--- config.mk ---
export PLATFORM = sky130hd
export DESIGN_NAME = shift_seq_r_flat
export DESIGN_NICKNAME = d
export VERILOG_FILES = /design/src/rtl/shift_seq_r_if.sv /design/src/rtl/shift_seq_r.sv /design/src/flat_wrapper.sv
export SDC_FILE = /design/constraint.sdc
export NUM_CORES = 1
export LEC_CHECK = 0
export CAP_MARGIN = 20
export CORE_ASPECT_RATIO = 1.1
export CORE_MARGIN = 3
export CORE_UTILIZATION = 55
export DETAILED_ROUTE_END_ITERATION = 7
export PLACE_DENSITY = 0.82
export SYNTH_ARGS = -nofsm -noshare
export SYNTH_HDL_FRONTEND = slang
export SYNTH_SLANG_ARGS = --single-unit
--- constraint.sdc ---
create_clock -name CLK -period 2.6 [get_ports CLK]
set_input_delay 0.39 -clock CLK [delete_from_list [all_inputs] [get_ports CLK]]
set_output_delay 0.39 -clock CLK [all_outputs]
set_load 0.005 [all_outputs]
--- src/rtl/shift_seq_r_if.sv ---
// Request/result handshake bundle between ALU issue logic and the shift sequencer.
interface shift_seq_r_if #(
  parameter int word_width   = 8,
  parameter int amount_width = 6
);
  logic                    IN_VALID;
  logic                    IN_READY;
  logic [word_width-1:0]   D_IN;
  logic [word_width-2:0]   C_IN;
  logic [amount_width-1:0] shift_amount;
  logic [1:0]              shift_type;
  logic                    OUT_VALID;
  logic                    OUT_READY;
  logic [word_width-1:0]   D_OUT;
  logic [word_width-2:0]   C_OUT;
  logic                    BUSY;

  modport master (
    output IN_VALID, D_IN, C_IN, shift_amount, shift_type, OUT_READY,
    input  IN_READY, OUT_VALID, D_OUT, C_OUT, BUSY
  );

  modport slave (
    input  IN_VALID, D_IN, C_IN, shift_amount, shift_type, OUT_READY,
    output IN_READY, OUT_VALID, D_OUT, C_OUT, BUSY
  );
endinterface

--- src/rtl/shift_seq_r.sv ---
// Multi-cycle right-shift sequencer (LSR/ASR/RCR/ROR), at most 7 bits per SHIFT cycle.
// Latency max(1,ceil(amount/7)) SHIFT cycles; result held in DONE until OUT_READY.
module shift_seq_r #(
  parameter int word_width   = 8,
  parameter int amount_width = 6
) (
  input  logic         CLK,
  input  logic         RST,
  shift_seq_r_if.slave bus
);

  localparam logic [1:0] S_IDLE  = 2'd0;
  localparam logic [1:0] S_SHIFT = 2'd1;
  localparam logic [1:0] S_DONE  = 2'd2;

  localparam logic [1:0] T_LSR = 2'd0;
  localparam logic [1:0] T_ASR = 2'd1;
  localparam logic [1:0] T_RCR = 2'd2;
  localparam logic [1:0] T_ROR = 2'd3;

  logic [1:0]              state_q, state_d;
  logic [word_width-1:0]   d_q, d_d;
  logic [word_width-2:0]   c_q, c_d;
  logic [amount_width-1:0] rem_q, rem_d;
  logic [1:0]              type_q, type_d;

  logic [2:0]              step;
  logic [word_width-1:0]   sd;
  logic [word_width-2:0]   sc;

  always_comb begin
    step = (rem_q > amount_width'(7)) ? 3'd7 : 3'(rem_q);
  end

  // One pass of the shifter: apply 'step' single-bit moves so every step width composes exactly.
  always_comb begin
    sd = d_q;
    sc = c_q;
    for (int i = 0; i < 7; i++) begin
      if (i < int'(step)) begin
        case (type_q)
          T_LSR:   sd = {1'b0, sd[word_width-1:1]};
          T_ASR:   sd = {sd[word_width-1], sd[word_width-1:1]};
          T_RCR: begin
            sd = {sc[0], sd[word_width-1:1]};
            sc = sc >> 1;
          end
          T_ROR:   sd = {sd[0], sd[word_width-1:1]};
          default: sd = d_q;
        endcase
      end
    end
  end

  always_comb begin
    state_d = state_q;
    d_d     = d_q;
    c_d     = c_q;
    rem_d   = rem_q;
    type_d  = type_q;
    case (state_q)
      S_IDLE: begin
        if (bus.IN_VALID) begin
          d_d     = bus.D_IN;
          c_d     = bus.C_IN;
          rem_d   = bus.shift_amount;
          type_d  = bus.shift_type;
          state_d = S_SHIFT;
        end
      end
      S_SHIFT: begin
        d_d   = sd;
        rem_d = rem_q - amount_width'(step);
        if (type_q == T_RCR) begin
          c_d = sc;
        end
        // An amount of zero still takes this one cycle with step 0.
        if (rem_d == '0) begin
          state_d = S_DONE;
        end
      end
      S_DONE: begin
        if (bus.OUT_READY) begin
          state_d = S_IDLE;
        end
      end
      default: state_d = S_IDLE;
    endcase
  end

  always_ff @(posedge CLK or posedge RST) begin
    if (RST) begin
      state_q <= S_IDLE;
      d_q     <= '0;
      c_q     <= '0;
      rem_q   <= '0;
      type_q  <= '0;
    end else begin
      state_q <= state_d;
      d_q     <= d_d;
      c_q     <= c_d;
      rem_q   <= rem_d;
      type_q  <= type_d;
    end
  end

  assign bus.IN_READY  = (state_q == S_IDLE);
  assign bus.OUT_VALID = (state_q == S_DONE);
  assign bus.BUSY      = (state_q != S_IDLE);
  assign bus.D_OUT     = d_q;
  assign bus.C_OUT     = (type_q == T_RCR) ? c_q : '0;

endmodule

--- src/flat_wrapper.sv ---
// flat-port wrapper written by rule: the top's interface ports become plain ports
module shift_seq_r_flat 
#(
  parameter int word_width   = 8,
  parameter int amount_width = 6
)
  (CLK, RST, bus_IN_VALID, bus_D_IN, bus_C_IN, bus_shift_amount, bus_shift_type, bus_OUT_READY, bus_IN_READY, bus_OUT_VALID, bus_D_OUT, bus_C_OUT, bus_BUSY);
  shift_seq_r_if #(.word_width(word_width), .amount_width(amount_width)) bus_i ();
  input  logic CLK;
  input  logic RST;
  input wire logic [$bits(bus_i.IN_VALID)-1:0] bus_IN_VALID;
  input wire logic [$bits(bus_i.D_IN)-1:0] bus_D_IN;
  input wire logic [$bits(bus_i.C_IN)-1:0] bus_C_IN;
  input wire logic [$bits(bus_i.shift_amount)-1:0] bus_shift_amount;
  input wire logic [$bits(bus_i.shift_type)-1:0] bus_shift_type;
  input wire logic [$bits(bus_i.OUT_READY)-1:0] bus_OUT_READY;
  output wire logic [$bits(bus_i.IN_READY)-1:0] bus_IN_READY;
  output wire logic [$bits(bus_i.OUT_VALID)-1:0] bus_OUT_VALID;
  output wire logic [$bits(bus_i.D_OUT)-1:0] bus_D_OUT;
  output wire logic [$bits(bus_i.C_OUT)-1:0] bus_C_OUT;
  output wire logic [$bits(bus_i.BUSY)-1:0] bus_BUSY;
  assign bus_i.IN_VALID = bus_IN_VALID;
  assign bus_i.D_IN = bus_D_IN;
  assign bus_i.C_IN = bus_C_IN;
  assign bus_i.shift_amount = bus_shift_amount;
  assign bus_i.shift_type = bus_shift_type;
  assign bus_i.OUT_READY = bus_OUT_READY;
  assign bus_IN_READY = bus_i.IN_READY;
  assign bus_OUT_VALID = bus_i.OUT_VALID;
  assign bus_D_OUT = bus_i.D_OUT;
  assign bus_C_OUT = bus_i.C_OUT;
  assign bus_BUSY = bus_i.BUSY;
  shift_seq_r #(.word_width(word_width), .amount_width(amount_width)) u_core (.CLK(CLK), .RST(RST), .bus(bus_i));
endmodule
==> impl_metrics.py, run 1 <==
metrics = {
    "clock_network": {
        "htreeDepth": 1,
        "clkSinkCount": 25,
        "clk_pin_slew_worst_paths_ns": 0.10,
        "clockRootBuffer": "clkbuf_8",
        "cts_resized": 0,
        "cts_made_buffers": 3,
        "post_cts_buffers": 0,
        "holdBufCountCts": 0,
        "cts_tree": "done",
        "clockBufferDepth": 2,
        "clkLatencyLatePin_ns": 0.29,
    },
    "layout": {
        "n_antenna_cell": 0,
        "syn_to_final_growth_pct": 29.81,
        "final_nets": 476,
        "final_util_pct": 74.96,
        "drive_gt1_share_pct": 17.45,
        "fin_cells": 503,
    },
    "timing": {
        "slew_headroom_pct": 58.71,
        "finalSetupViolCount": 0,
        "final_hold_viol_count": 0,
        "period_share_pct": 97.99,
        "drv_slew": 0,
        "max_slew.worst_pin.slew_ns": 0.6194,
        "fin_skew_ns": 0.006701,
        "fin_crit_ns": 2.548,
        "max_freq_mhz": 392.5,
    },
    "floorplan": {
        "die_y_um": 79.81,
        "core_um2": 4717,
        "dieWidth_um": 73.10,
        "start_util_pct": 57.75,
        "die_area_um2": 5834,
        "rows": 26,
        "ioPinCount": 45,
    },
    "flow_run": {
        "cap_violations": 0,
    },
    "routing": {
        "drt-vias-per-instance": 6.952,
        "drtPass1Iterations": 7,
        "via_count": 3497,
        "drt_first_iter_violations": 599,
        "wl_per_cell_um": 20.71,
        "wl_um": 10420,
        "drc": 0,
        "ant_nets": 0,
    },
    "synthesis": {
        "synth_seq_area_share_pct": 22.97,
        "syn_nets": 411,
        "ys_ff_latch": 25,
        "yosysMostFrequentCell": "nand2_1",
        "synth_top_area_share_pct": 22.97,
        "yosys.area.top_type": "dfrtp_1",
        "syn_area_per_cell_um2": 7.112,
        "synth_edf_count": 0,
        "syn_area_um2": 2724,
        "async_reset_ff_share_pct": 100.0,
        "yosysWarnings": 0,
        "synth_cell_types": 65,
        "syn_inst": 383,
        "synth_common_cells": "nand2_1 (47), nor2_1 (41), a21oi_1 (31)",
        "synth.area.top_cells": "dfrtp_1 (23%), nand2_1 (6.5%), a21oi_1 (5.7%)",
        "ys.flop_type": "dfrtp_1",
    },
    "grt": {
        "overflow": 0,
        "grt_pass1_wl_um": 16780,
        "antenna_found_initial": 0,
        "globalRouteTotalUtil_pct": 36.82,
        "grt_start_max_net_pins": 26,
        "grt_pass1_vias": 3370,
    },
    "worst_setup_path": {
        "crit_path_max_fanout": 12,
        "critPathKind": "reg -> reg",
        "crit_arrival_ns": 2.72,
        "crit_path_start_kind": "flop",
        "end_kind": "flop",
        "critPathRequiredTime_ns": 2.77,
    },
    "status": {
        "outcome": "complete, no violations",
    },
    "placement": {
        "gp_congestion": 1.032,
        "portBuffers": 44,
        "dp_cells": 499,
        "post-dp-hpwl_um": 7766,
    },
    "worst_hold_path": {
        "hold_class": "in -> async",
    },
    "pwr": {
        "peakVddDrop_mv": 0.8789,
        "power_density_nw_per_um2": 1467,
        "leakage_nw": 1.432,
    },
}
worst paths after layout:
| path | start | endpoint | slack (ns) | cells past startpoint |
|---|---|---|---|---|
| max in group asynchronous | RST | u_core.rem_q[1] | 1.83 | 3 |
| setup reg to reg | u_core.rem_q[3] | u_core.bus.D_OUT[3] | 0.05 | 7 |
| min in group CLK | u_core.c_q[3] | u_core.c_q[3] | 0.58 | 2 |
| setup / recovery | u_core.rem_q[3] | u_core.bus.D_OUT[3] | 0.05 | 7 |
| hold / removal | RST | u_core.bus.D_OUT[7] | 0.48 | 3 |
| hold reg to reg | u_core.c_q[3] | u_core.c_q[3] | 0.58 | 2 |
cell usage in the layout (no fill, tap or decap), types with 4 or more instances in the layout:
cell type        count
buf_4               50
nand2_1             47
clkdlybuf4s50_1     44
nor2_1              40
a21oi_1             31
o21ai_0             30
dfrtp_1             24
o211ai_1            16
inv_1               15
nand3_1             13
nor3_1               9
a31oi_1              8
mux2i_1              8
nor2b_1              7
and3_1               6
a21o_1               5
or3_1                4
nand2b_1             4
a211oi_1             4
a311oi_1             4
mux2_2               4
per-layer routing:
metal	track usage [%]	share of wire, %	up-vias
met5	0	0	-
met4	15.50	4.1	0
met3	7.557	11	49
met2	58.05	46	276
met1	48.19	39	1607
li1	-	-	1565
kinds of logic after synthesis:
group / share of synthesized area [%]
simple gates: 24.62
mux: 4.593
compound gates: 39.69
fa+ha+maj: 0.4593
buf+inv: 7.671
flops: 22.97
power by group:
group          total [W]  switching (W)  internal [W]
Sequential      0.000956       0.000360      0.000596
Clock           0.000257       0.000146      0.000111
Combinational    0.00397        0.00228       0.00169
Total            0.00519        0.00279       0.00240
worst max-delay path, cell delays in order, from the launching register on:
cell and delay (ns):
dfrtp_1 0.45, or4_4 0.66, o311ai_2 0.38, o211a_1 0.29, a21oi_1 0.09, a21o_1 0.21
a221oi_2 0.27, nor3_1 0.06
registers in the layout (all words and copies together), names as in the netlist:
register	cells
u_core.bus.D_OUT	8
u_core.c_q	7
u_core.rem_q	6
u_core.state_q	2
u_core.type_q	2
per-stage QoR:
stage / power [W] / TNS, ns / hold slack (ns) / worst slack [ns] / instance area [µm²]
floorplan: 0.003254 / 0 / 0.4173 / 0.1745 / 2724
CTS: 0.004994 / 0 / 0.4940 / 0.01391 / 3502
detailed placement: 0.004729 / 0 / 0.5672 / 0.04826 / 3457
global placement: 0.004689 / 0 / 0.5609 / 0.08835 / 3457
finish: 0.005188 / 0 / 0.4841 / 0.05234 / 3536
global route: 0.005551 / -0.04436 / 0.5249 / -0.02437 / 3536
area by class of cell:
cell class / count / area, µm²
fillers: 366 / 1181
repair buffers: 94 / 815.8
clock buffers: 4 / 45.04
multi-input cells: 309 / 1922
well taps: 56 / 70.07
flip-flops and latches: 25 / 626.9
inverters: 15 / 56.30
Power figures use the tool's default switching activity.
==> inputs of run 2 (changes only) <==
--- a/config.mk
+++ b/config.mk
@@ -7,7 +7,6 @@
 export LEC_CHECK = 0
 export CAP_MARGIN = 20
 export CORE_ASPECT_RATIO = 1.1
-export CORE_MARGIN = 3
 export CORE_UTILIZATION = 55
 export DETAILED_ROUTE_END_ITERATION = 7
 export PLACE_DENSITY = 0.82
==> run 2 against run 1 <==
  * Combinational power rose by 4%
  * First-iteration DRC count increased by 12%
  * Sequential share of layout area shrank 0.39 points
==> impl_metrics.py, run 2 (synthesized netlist as in run 1, its figures left out) <==
metrics = {
    "flow_run": {
        "cap_violations": 0,
    },
    "grt": {
        "grt_start_max_net_pins": 26,
        "overflow": 0,
        "grt_pass1_vias": 3271,
        "antenna_found_initial": 0,
        "globalRouteTotalUtil_pct": 39.36,
        "grt_pass1_wl_um": 16170,
    },
    "worst_setup_path": {
        "critPathRequiredTime_ns": 2.79,
        "crit_path_max_fanout": 4,
        "critPathKind": "reg -> reg",
        "crit_arrival_ns": 2.74,
        "end_kind": "flop",
        "crit_path_start_kind": "flop",
    },
    "clock_network": {
        "clk_pin_slew_worst_paths_ns": 0.09,
        "clockBufferDepth": 2,
        "holdBufCountCts": 0,
        "clockRootBuffer": "clkbuf_8",
        "clkLatencyLatePin_ns": 0.28,
        "htreeDepth": 1,
        "cts_made_buffers": 3,
        "cts_tree": "done",
        "clkSinkCount": 25,
    },
    "layout": {
        "final_nets": 479,
        "drive_gt1_share_pct": 20.00,
        "multiInputGateArea_um2": 1973,
        "n_antenna_cell": 0,
        "final_cell_mix": "buf_4 (52), nand2_1 (47), clkdlybuf4s50_1 (44)",
        "layout_commonest_cell": "buf_4",
        "nFillCells": 384,
        "syn_to_final_growth_pct": 33.03,
        "seq_area_um2": 628.1,
        "largest_reg_flops": 8,
    },
    "floorplan": {
        "die_area_um2": 5238,
        "start_util_pct": 57.75,
        "ioPinCount": 45,
        "core_um2": 4717,
        "die_y_um": 75.81,
        "rows": 26,
        "dieWidth_um": 69.10,
    },
    "routing": {
        "drtPass1Iterations": 5,
        "met2_length_um": 4909,
        "via_count": 3612,
        "wl_um": 10620,
        "ant_nets": 0,
        "drt-vias-per-instance": 7.138,
        "wl_met3_um": 1302,
        "drt_first_iter_violations": 671,
        "met1Wirelength_um": 3952,
        "drc": 0,
        "wl_per_cell_um": 20.98,
        "routed.top_layer": "met4",
    },
    "timing": {
        "slew_headroom_pct": 63.08,
        "fin_crit_ns": 2.550,
        "period_share_pct": 98.07,
        "holdWs_ns": 0.4685,
        "rsz0062_at_grt": "true",
        "max_slew.worst_pin.slew_ns": 0.5518,
        "drv_slew": 0,
        "finalSetupViolCount": 0,
        "fin_skew_ns": 0.003592,
        "max_freq_mhz": 392.2,
        "final_hold_viol_count": 0,
    },
    "pwr": {
        "power_density_nw_per_um2": 1476,
        "peakVddDrop_mv": 0.9741,
        "leakage_nw": 1.473,
        "power_w": 0.005348,
    },
    "placement": {
        "portBuffers": 44,
        "gp_congestion": 1.065,
        "post-dp-hpwl_um": 7782,
    },
    "worst_hold_path": {
        "hold_class": "in -> async",
    },
    "status": {
        "outcome": "complete, no violations",
    },
}
[run 2: cell types whose count changed in the layout (fill, tap and decap cells not counted), sizes merged]
cell,change
buf,+3
[run 2: power breakdown]
group	total [W]	leakage, nW	internal, W	switching, W
Combinational	0.00411	1.15	0.00174	0.00237
Clock	0.000248	0.0228	0.000110	0.000138
Sequential	0.000988	0.303	0.000598	0.000390
Total	0.00535	1.47	0.00245	0.00290
[run 2: layout make-up]
cell class | instances | area share, %
timing repair buffer | 97 | 23.48
multi-input combinational | 309 | 54.45
sequential | 25 | 17.33
tap | 56 | 1.934
clock buffer | 4 | 1.243
inverter | 15 | 1.554
[run 2: per-layer routing]
| layer | track usage, % | vias up |
|---|---|---|
| met5 | 0 | - |
| met1 | 50.12 | 1662 |
| li1 | - | 1566 |
| met4 | 22.45 | 0 |
| met3 | 8.333 | 62 |
| met2 | 63.00 | 322 |
[run 2: per-stage QoR]
| step | util, % | instances | area [µm²] | setup TNS (ns) | worst slack, ns |
|---|---|---|---|---|---|
| after floorplan | - | 383 | 2724 | 0 | 0.1745 |
| after global placement | 72.97 | 497 | 3442 | 0 | 0.07610 |
| after detailed placement | 72.97 | 497 | 3442 | -0.2894 | -0.09878 |
| after CTS | 74.11 | 501 | 3496 | -0.01438 | -0.005489 |
| after global routing | 76.82 | 506 | 3623 | -0.01648 | -0.01093 |
| final | 76.82 | 506 | 3623 | 0 | 0.05006 |
[run 2: path summary, 6_finish.rpt]
kind / startpoint / end / slack [ns] / cells after the start
min reg2reg: u_core.c_q[6] / u_core.c_q[6] / 0.59 / 1
max in group asynchronous: RST / u_core.rem_q[1] / 1.84 / 3
max reg2reg: u_core.rem_q[4] / u_core.bus.D_OUT[6] / 0.05 / 8
min: RST / u_core.state_q[0] / 0.47 / 3
max: u_core.rem_q[4] / u_core.bus.D_OUT[6] / 0.05 / 8
min in group CLK: u_core.c_q[6] / u_core.c_q[6] / 0.59 / 1
[run 2: critical path: stages (launching register included)]
cell and delay, ns:
dfrtp_1 0.43, nor4_4 0.42, buf_4 0.18, nand2_1 0.07
a2111oi_2 0.50, o32ai_1 0.22, o21bai_2 0.29, a32oi_1 0.09
a311oi_1 0.26
[run 2: repair_timing]
item / 4_1_cts / 5_1_grt
setup endpoints to repair: 5 / 10
pin swaps: 0 / 10
resized for setup: 2 / 18
buffers inserted: 0 / 5
